## src/rtl/tmds_pkg.sv

```systemverilog
// Shared TMDS definitions: control-token table indexed by c, and the
// receive word-alignment state encoding.
package tmds_pkg;

    localparam logic [9:0] CTRL_TOKEN [4] = '{
        10'b1101010100,
        10'b0010101011,
        10'b0101010100,
        10'b1010101011
    };

    typedef enum logic [1:0] {
        ST_SEARCH,
        ST_HOLDOFF,
        ST_VERIFY,
        ST_LOCKED
    } align_state_t;

endpackage

```

## src/rtl/tmds_dec_if.sv

```systemverilog
// Symbol input and decoded outputs of one TMDS receive channel.
// master = deserializer/capture side, slave = decoder.
interface tmds_dec_if;
    logic [9:0] q;
    logic [7:0] data;
    logic       blk;
    logic [1:0] c;
    logic       locked;
    logic       bitslip;

    modport master (output q, input data, blk, c, locked, bitslip);
    modport slave  (input q, output data, blk, c, locked, bitslip);
endinterface

```

## src/rtl/tmds_align.sv

```systemverilog
// Word-alignment FSM: slips the deserializer until a steady run of control
// tokens is seen, then holds lock until tokens disappear for too long.
//
// state      | meaning
// -----------+---------------------------------------------------------
// ST_SEARCH  | no alignment; count idle cycles, bitslip on timeout
// ST_HOLDOFF | deserializer settling after a bitslip; symbols ignored
// ST_VERIFY  | counting consecutive tokens; any data symbol -> bitslip
// ST_LOCKED  | aligned; drop lock after a long run without tokens
module tmds_align
    import tmds_pkg::*;
#(
    parameter int LOCK_TOKENS  = 8,
    parameter int SLIP_TIMEOUT = 2048,
    parameter int SLIP_HOLDOFF = 4,
    parameter int LOSS_TIMEOUT = 4096
) (
    input  logic clk,
    input  logic reset,
    input  logic tok,
    output logic locked,
    output logic bitslip
);
    localparam int IDLE_MAX = (SLIP_TIMEOUT > LOSS_TIMEOUT) ? SLIP_TIMEOUT : LOSS_TIMEOUT;
    localparam int IDLE_W   = $clog2(IDLE_MAX + 1);
    localparam int RUN_W    = $clog2(LOCK_TOKENS + 1);
    localparam int HOLD_W   = $clog2(SLIP_HOLDOFF + 1);

    localparam logic [IDLE_W-1:0] SLIP_TC = IDLE_W'(SLIP_TIMEOUT - 1);
    localparam logic [IDLE_W-1:0] LOSS_TC = IDLE_W'(LOSS_TIMEOUT - 1);
    localparam logic [RUN_W-1:0]  RUN_TC  = RUN_W'(LOCK_TOKENS - 1);
    localparam logic [HOLD_W-1:0] HOLD_TC = HOLD_W'(SLIP_HOLDOFF - 1);

    align_state_t      state, state_nxt;
    logic [IDLE_W-1:0] idle_cnt, idle_nxt;
    logic [RUN_W-1:0]  run_cnt, run_nxt;
    logic [HOLD_W-1:0] hold_cnt, hold_nxt;
    logic              slip_nxt;

    always_ff @(posedge clk) begin
        if (reset) begin
            state    <= ST_SEARCH;
            idle_cnt <= '0;
            run_cnt  <= '0;
            hold_cnt <= '0;
            bitslip  <= 1'b0;
        end else begin
            state    <= state_nxt;
            idle_cnt <= idle_nxt;
            run_cnt  <= run_nxt;
            hold_cnt <= hold_nxt;
            bitslip  <= slip_nxt;
        end
    end

    // Every counter is cleared on its own terminal count, so none saturates.
    always_comb begin
        state_nxt = state;
        idle_nxt  = idle_cnt;
        run_nxt   = run_cnt;
        hold_nxt  = hold_cnt;
        slip_nxt  = 1'b0;
        unique case (state)
            ST_SEARCH: begin
                if (tok) begin
                    state_nxt = ST_VERIFY;
                    run_nxt   = RUN_W'(1);
                    idle_nxt  = '0;
                end else if (idle_cnt == SLIP_TC) begin
                    state_nxt = ST_HOLDOFF;
                    slip_nxt  = 1'b1;
                    idle_nxt  = '0;
                    hold_nxt  = '0;
                end else begin
                    idle_nxt = idle_cnt + IDLE_W'(1);
                end
            end
            ST_HOLDOFF: begin
                if (hold_cnt == HOLD_TC) begin
                    state_nxt = ST_SEARCH;
                    hold_nxt  = '0;
                    idle_nxt  = '0;
                end else begin
                    hold_nxt = hold_cnt + HOLD_W'(1);
                end
            end
            ST_VERIFY: begin
                if (!tok) begin
                    state_nxt = ST_HOLDOFF;
                    slip_nxt  = 1'b1;
                    run_nxt   = '0;
                    hold_nxt  = '0;
                end else if (run_cnt == RUN_TC) begin
                    state_nxt = ST_LOCKED;
                    run_nxt   = '0;
                    idle_nxt  = '0;
                end else begin
                    run_nxt = run_cnt + RUN_W'(1);
                end
            end
            ST_LOCKED: begin
                if (tok) begin
                    idle_nxt = '0;
                end else if (idle_cnt == LOSS_TC) begin
                    state_nxt = ST_SEARCH;
                    idle_nxt  = '0;
                end else begin
                    idle_nxt = idle_cnt + IDLE_W'(1);
                end
            end
            default: state_nxt = ST_SEARCH;
        endcase
    end

    assign locked = (state == ST_LOCKED);

endmodule

```

## src/rtl/tmds_dec.sv

```systemverilog
// TMDS receive channel: two-stage pipeline (symbol register, decoded
// output register) with the alignment FSM watching the stage-1 symbol.
module tmds_dec
    import tmds_pkg::*;
#(
    parameter int LOCK_TOKENS  = 8,
    parameter int SLIP_TIMEOUT = 2048,
    parameter int SLIP_HOLDOFF = 4,
    parameter int LOSS_TIMEOUT = 4096
) (
    input logic       clk,
    input logic       reset,
    tmds_dec_if.slave bus
);
    logic [9:0] q_s1;
    logic       tok;
    logic [1:0] tok_c;
    logic [7:0] t;
    logic [7:0] dec;
    logic       locked;
    logic       bitslip;

    always_comb begin
        tok   = 1'b0;
        tok_c = 2'b00;
        for (int i = 0; i < 4; i++) begin
            if (q_s1 == CTRL_TOKEN[i]) begin
                tok   = 1'b1;
                tok_c = 2'(i);
            end
        end
    end

    // Undo the optional inversion, then the XOR/XNOR transition chain.
    always_comb begin
        t      = q_s1[9] ? ~q_s1[7:0] : q_s1[7:0];
        dec    = '0;
        dec[0] = t[0];
        for (int i = 1; i < 8; i++) begin
            dec[i] = q_s1[8] ? (t[i] ^ t[i-1]) : ~(t[i] ^ t[i-1]);
        end
    end

    always_ff @(posedge clk) begin
        if (reset) begin
            q_s1     <= '0;
            bus.data <= '0;
            bus.blk  <= 1'b0;
            bus.c    <= 2'b00;
        end else begin
            q_s1     <= bus.q;
            bus.blk  <= tok;
            bus.c    <= tok ? tok_c : 2'b00;
            bus.data <= tok ? 8'h00 : dec;
        end
    end

    tmds_align #(
        .LOCK_TOKENS (LOCK_TOKENS),
        .SLIP_TIMEOUT(SLIP_TIMEOUT),
        .SLIP_HOLDOFF(SLIP_HOLDOFF),
        .LOSS_TIMEOUT(LOSS_TIMEOUT)
    ) u_align (
        .clk    (clk),
        .reset  (reset),
        .tok    (tok),
        .locked (locked),
        .bitslip(bitslip)
    );

    assign bus.locked  = locked;
    assign bus.bitslip = bitslip;

endmodule

```

## src/flat_wrapper.sv

```systemverilog
// flat-port wrapper written by rule: the top's interface ports become plain ports
module tmds_dec_flat import tmds_pkg::*;
#(
    parameter int LOCK_TOKENS  = 8,
    parameter int SLIP_TIMEOUT = 2048,
    parameter int SLIP_HOLDOFF = 4,
    parameter int LOSS_TIMEOUT = 4096
)
  (clk, reset, bus_q, bus_data, bus_blk, bus_c, bus_locked, bus_bitslip);
  tmds_dec_if bus_i ();
  input logic clk;
  input logic reset;
  input wire logic [$bits(bus_i.q)-1:0] bus_q;
  output wire logic [$bits(bus_i.data)-1:0] bus_data;
  output wire logic [$bits(bus_i.blk)-1:0] bus_blk;
  output wire logic [$bits(bus_i.c)-1:0] bus_c;
  output wire logic [$bits(bus_i.locked)-1:0] bus_locked;
  output wire logic [$bits(bus_i.bitslip)-1:0] bus_bitslip;
  assign bus_i.q = bus_q;
  assign bus_data = bus_i.data;
  assign bus_blk = bus_i.blk;
  assign bus_c = bus_i.c;
  assign bus_locked = bus_i.locked;
  assign bus_bitslip = bus_i.bitslip;
  tmds_dec #(.LOCK_TOKENS(LOCK_TOKENS), .SLIP_TIMEOUT(SLIP_TIMEOUT), .SLIP_HOLDOFF(SLIP_HOLDOFF), .LOSS_TIMEOUT(LOSS_TIMEOUT)) u_core (.clk(clk), .reset(reset), .bus(bus_i));
endmodule
```

## config.mk

```make
export PLATFORM = sky130hd
export DESIGN_NAME = tmds_dec_flat
export DESIGN_NICKNAME = d
export VERILOG_FILES = /design/src/rtl/tmds_pkg.sv /design/src/rtl/tmds_dec_if.sv /design/src/rtl/tmds_align.sv /design/src/rtl/tmds_dec.sv /design/src/flat_wrapper.sv
export SDC_FILE = /design/constraint.sdc
export NUM_CORES = 1
export LEC_CHECK = 0
export BUFFER_PORTS_ARGS = -buffer_cell sky130_fd_sc_hd__buf_2
export CAP_MARGIN = 20
export CORE_MARGIN = 8
export CORE_UTILIZATION = 24
export CTS_BUF_LIST = sky130_fd_sc_hd__clkbuf_16
export DETAILED_ROUTE_END_ITERATION = 8
export GPL_ROUTABILITY_DRIVEN = 0
export GPL_TIMING_DRIVEN = 1
export PLACE_DENSITY_LB_ADDON = 0.25
export SLEW_MARGIN = 20
export SYNTH_ARGS = -nofsm -noshare
export SYNTH_HDL_FRONTEND = slang
export SYNTH_HIERARCHICAL = 1
export SYNTH_SLANG_ARGS = --single-unit
export TNS_END_PERCENT = 50
```

## constraint.sdc

```tcl
create_clock -name clk -period 3.3 [get_ports clk]
set_input_delay 0.165 -clock clk [delete_from_list [all_inputs] [get_ports clk]]
set_output_delay 0.165 -clock clk [all_outputs]
set_load 0.02 [all_outputs]
```

# Word level (Yosys, flattened, before mapping)
# Cells that the tools add are included.
# Widths: inputs -> output; s select.
word_totals:
  regBits: 44
  out_inout_bits: 13
classes:
  n_addsub: 3
  n_eq_ne: 22
  muxes: 44
  bitwise: 16
  reduce_logical: 9
op_table:
  columns: ["cell", "count"]
  rows:
  - ["$mux 13", 7]
  - ["$pmux 13 s4", 1]
  - ["$eq 10x10->1 const B", 2]
  - ["$mux 2", 9]
  - ["$mux 1", 15]
  - ["$add 13x1->13 const B", 1]
  - ["$eq 13x11->1 const B", 1]
  - ["$eq 13x12->1 const B", 1]
  - ["$mux 3", 4]
  - ["$mux 4", 3]
  - ["$ne 2x2->1 const B", 6]
  - ["$eq 10x8->1 const B", 1]
  - ["$eq 10x9->1 const B", 1]
  - ["$pmux 3 s3", 1]
  - ["$mux 8", 1]
  - ["$not 1->1", 8]
  - ["$not 8->8", 1]
  - ["$pmux 2 s4", 1]
  - ["$pmux 4 s2", 1]
  - ["$xor 1x1->1", 7]
  - ["$ne 2x1->1 const B", 3]
  - ["$reduce_and 5->1", 1]
  - ["$add 4x1->4 const B", 1]
  - ["$eq 2x2->1 const B", 2]
  - ["other kinds (14)", 15]

# Longest topological paths before layout
logic_depth:
  word_depth: 7
  ltp_mapped: 9
  depth_no_buf: 8

# By module
# The synthesis kept the hierarchy.
modules_own_cells:
  columns: ["module", "instances", "cells_per_inst", "area_each_um2", "seq_area_each_um2"]
  rows:
  - ["tmds_align", 1, 150, 1231.2, 460.4]
  - ["tmds_dec", 1, 70, 755.7, 420.4]

# Worst setup path after synthesis
# OpenSTA, ideal clock, no wires.
synth_path:
  kind: "flip-flop to flip-flop"
  startpoint: "reg u_core.q_s1[8]"
  endpoint: "reg u_core.u_align.idle_cnt[12]"
  setup_time_ns: 0.136
  arrival_ns: 2.065
  required_time_ns: 3.164
  setup_slack_ns: 1.099
  stages_incl_launch_ff: 10
  period_less_slack_ns: 2.201
  path_cell_list: "dfxtp_1 > buf_6 > nand4bb_1 > or4_4 > nand2_1 > and4b_1 > o22ai_1 > o311a_1 > nor2_1 > o31ai_1"
synth_between:
  elab_chain_cells: 7
synth_rtl:
  columns: ["element", "line_no", "rtl"]
  rows:
  - ["start: declaration", "tmds_dec.sv:15", "logic [9:0] q_s1;"]
  - ["start signal: assignment", "tmds_dec.sv:51", "q_s1 <= bus.q;"]
  - ["$eq 10x10->1", "tmds_dec.sv:27", "if (q_s1 == CTRL_TOKEN[i]) begin"]
  - ["$mux 1 (3 in series)", "tmds_dec.sv:27", null]
  - ["$mux 1 *", "tmds_dec.sv:27", null]
  - ["via u_core.tok", "tmds_dec.sv:16", "logic tok;"]
  - ["$mux 13 (tied with other cells)", "tmds_align.sv:102", "if (tok) begin"]
  - ["$pmux 13 s4 / $reduce_and 3->1 (equally long branches)", null, null]
  - ["end signal: assignment", "tmds_align.sv:49", "idle_cnt <= idle_nxt;"]
  - ["end: declaration", "tmds_align.sv:35", "logic [IDLE_W-1:0] idle_cnt, idle_nxt;"]
# The timed path passes the listed nets; every way through them passes the cells marked *.
# A chain may end at the register's enable or synchronous reset.

# Worst setup path after layout
# Same ends and word-level chain as after synthesis.

==> impl_metrics.csv <==
group,metric,value,unit
run,drv_cap,0,
cells_and_area,final_nets,260,
run_status,status,"complete, no violations",
yosys,syn-cell-area,1990,µm²
global_routing,grt.busiest_layer,"met2",
critical_path,start_kind,"flop",
yosys,yosysUniqueCellTypes,52,
clock_network,clk_latency,0.28,ns
timing,period_share,0.745,
clock_network,hold_buffers,0,
clock_network,cts_setup_buffers,0,
timing,relSlewSlack,0.615,
cells_and_area,fin_cells,350,
route,drt_first_pass_iters,6,
yosys,ys_ff_latch,44,
yosys,async_flop_share,0,
die,die_area,11400,µm²
critical_path,crit_path_end_kind,"flop",
pwr,powerDensity,531,nW/µm²
timing,final.setup.tns,0,ns
timing,min_period,2.46,ns
clock_network,clkTransAtPathRegs,0.06,ns
die,io_pins,25,
cells_and_area,antennaDiodeCount,0,
global_routing,globalRouteMet1Util,0.0908,
global_routing,grt.overflow.total,0,
global_routing,track_usage,0.0771,
route,drc_errors,0,
timing,clock_skew,0.00399,ns
cells_and_area,drive_gt1_frac,0.171,
route,wl_per_cell,11.9,µm
route,via_per_inst,4.57,
pwr,peakVddDrop,157,µV
critical_path,crit_type,"flop to flop",
worst_hold_path,hold_class,"input port to flop",
yosys,synthesis.nets,235,
critical_path,cp.arrival,2.61,ns
timing,finalHoldViolCount,0,
global_routing,gr-usage-met3,0.0222,
placement,dp.cells,343,
route,postRouteAntennaNets,0,
global_routing,grt_pass1_wl,7.16,mm
clock_network,cts_made_buffers,5,
die,die_h,107,µm
timing,worst_slew_pin_slew,0.570,ns
die,start_util,0.244,
global_routing,grt_antenna_before_repair,0,
timing,max_freq,407,MHz
yosys,postSynthAreaPerCell,9.03,µm²
clock_network,htreeDepth,2,
route,routed_wl,4.16,mm
yosys,synthCells,220,
timing,rsz0062_at_grt,"false",
yosys,ys_seq_area_frac,0.443,
clock_network,postCtsResizedCells,0,
die,core_area,8130,µm²
route,drt_iter0_drc,83,
timing,finalSetupViolCount,0,
clock_network,cts_sinks,44,
pwr,p_leak,0.927,nW
placement,portBuffers,24,
placement,dp_hpwl,3.09,mm
die,fp.dieW,107,µm
critical_path,worstPathMaxFanout,14,
critical_path,cp.required,3.45,ns
clock_network,clk_path_buf_depth,2,
yosys,synthFlopType,"dfxtp_1",
yosys,yosysWarnings,6,
global_routing,grt_pass1_vias,1542,
die,num_rows,33,
clock_network,cts_tree,"done",
cells_and_area,area_delta_synth_final,20.3,%
global_routing,grt_max_degree,29,
global_routing,grt_use_met2,0.124,
route,vias,1600,
clock_network,cts_root_buf,"clkbuf_16",
yosys,synth_edf_count,0,
timing,slew_viol_final,0,
-- cell families after synthesis --
family / count (synthesis) / share of synthesized area
DFF: 44 / 0.443
AOI/OAI and AO/OA: 43 / 0.147
adders and majority gates: 3 / 0.0189
muxes: 3 / 0.0157
buffers and inverters: 14 / 0.0340
and+or+nand+nor: 99 / 0.279
xor gates and xnor gates: 14 / 0.0617
-- flip-flops by register name, indices dropped and copies added (netlist names) --
| register | cells |
|---|---|
| u_core/u_align/state | 2 |
| u_core/u_align/bitslip | 1 |
| u_core/u_align/idle_cnt | 13 |
| u_core/bus.data | 8 |
| u_core/bus.c | 2 |
| u_core/u_align/hold_cnt | 3 |
| u_core/bus.blk | 1 |
| u_core/q_s1 | 10 |
| u_core/u_align/run_cnt | 4 |
-- synth_stat cells (all sizes together) (4+ instances only) --
| library cell | count | area share |
|---|---|---|
| dfxtp | 44 | 0.44 |
| nor2 | 22 | 0.042 |
| nand2 | 16 | 0.030 |
| nor2b | 15 | 0.047 |
| xnor2 | 13 | 0.057 |
| a21oi | 11 | 0.028 |
| nand3 | 11 | 0.030 |
| o21ai | 8 | 0.020 |
| inv | 7 | 0.013 |
| a31oi | 6 | 0.019 |
| nand4 | 6 | 0.019 |
| clkbuf | 5 | 0.0094 |
| nand2b | 5 | 0.016 |
| or4 | 4 | 0.019 |
-- layout by cell type (no fill, tap or decap), drive strengths merged, types with 6 or more instances in the layout --
cell type / synthesis / layout
nor2b: 15 / 15
o21ai: 8 / 8
nand2: 16 / 16
buf: 2 / 25
a21oi: 11 / 11
nand3: 11 / 11
nand4: 6 / 6
a31oi: 6 / 6
dfxtp: 44 / 44
xnor2: 13 / 13
nor2: 22 / 22
inv: 7 / 7
-- worst paths after layout --
kind         cells past startpoint  slack [ns]                     endpoint                  startpoint
max                              9        0.84  u_core/u_align/idle_cnt[12]              u_core/q_s1[8]
min                              2        0.09               u_core/q_s1[6]                    bus_q[6]
max reg2reg                      9        0.84  u_core/u_align/idle_cnt[12]              u_core/q_s1[8]
min reg2reg                      1        0.47   u_core/u_align/hold_cnt[2]  u_core/u_align/hold_cnt[2]
-- through the flow --
step | total power, mW | util | hold slack [ns] | setup slack (ns) | cell area (µm²)
floorplan | 0.640 | - | 0.237 | 1.10 | 1990
global placement | 0.667 | 0.271 | 0.377 | 0.874 | 2200
detailed placement | 0.667 | 0.271 | 0.382 | 0.852 | 2200
CTS | 1.29 | 0.294 | 0.0886 | 0.837 | 2390
global route | 1.33 | 0.294 | 0.0984 | 0.603 | 2390
finish | 1.27 | 0.294 | 0.0940 | 0.841 | 2390
-- per-layer routing --
layer	share of wire	vias up
met5	0	-
met4	0.017	0
met3	0.040	6
met2	0.47	23
met1	0.47	734
li1	-	837
-- where the power goes --
| part | switching [mW] | internal [mW] |
|---|---|---|
| clock network | 0.188 | 0.429 |
| logic | 0.0471 | 0.0383 |
| registers | 0.0158 | 0.552 |
-- cell type report --
class	count	area [µm²]
clock inverters	2	60.1
clock buffers	5	125
repair buffers	25	128
inverters	7	26.3
well taps	105	131
flip-flops and latches	44	881
fillers	836	5740
multi-input cells	162	1040
-- worst max-delay path, cell delays in order (launching register included) --
cell       delay, ns
dfxtp_1         0.38
nand4bb_1       0.24
or4_4           0.52
nand2_1         0.08
buf_4           0.18
and4b_1         0.21
o22ai_1         0.15
o311a_1         0.40
nor2_1          0.11
o31ai_1         0.06
Power figures use the tool's default switching activity.
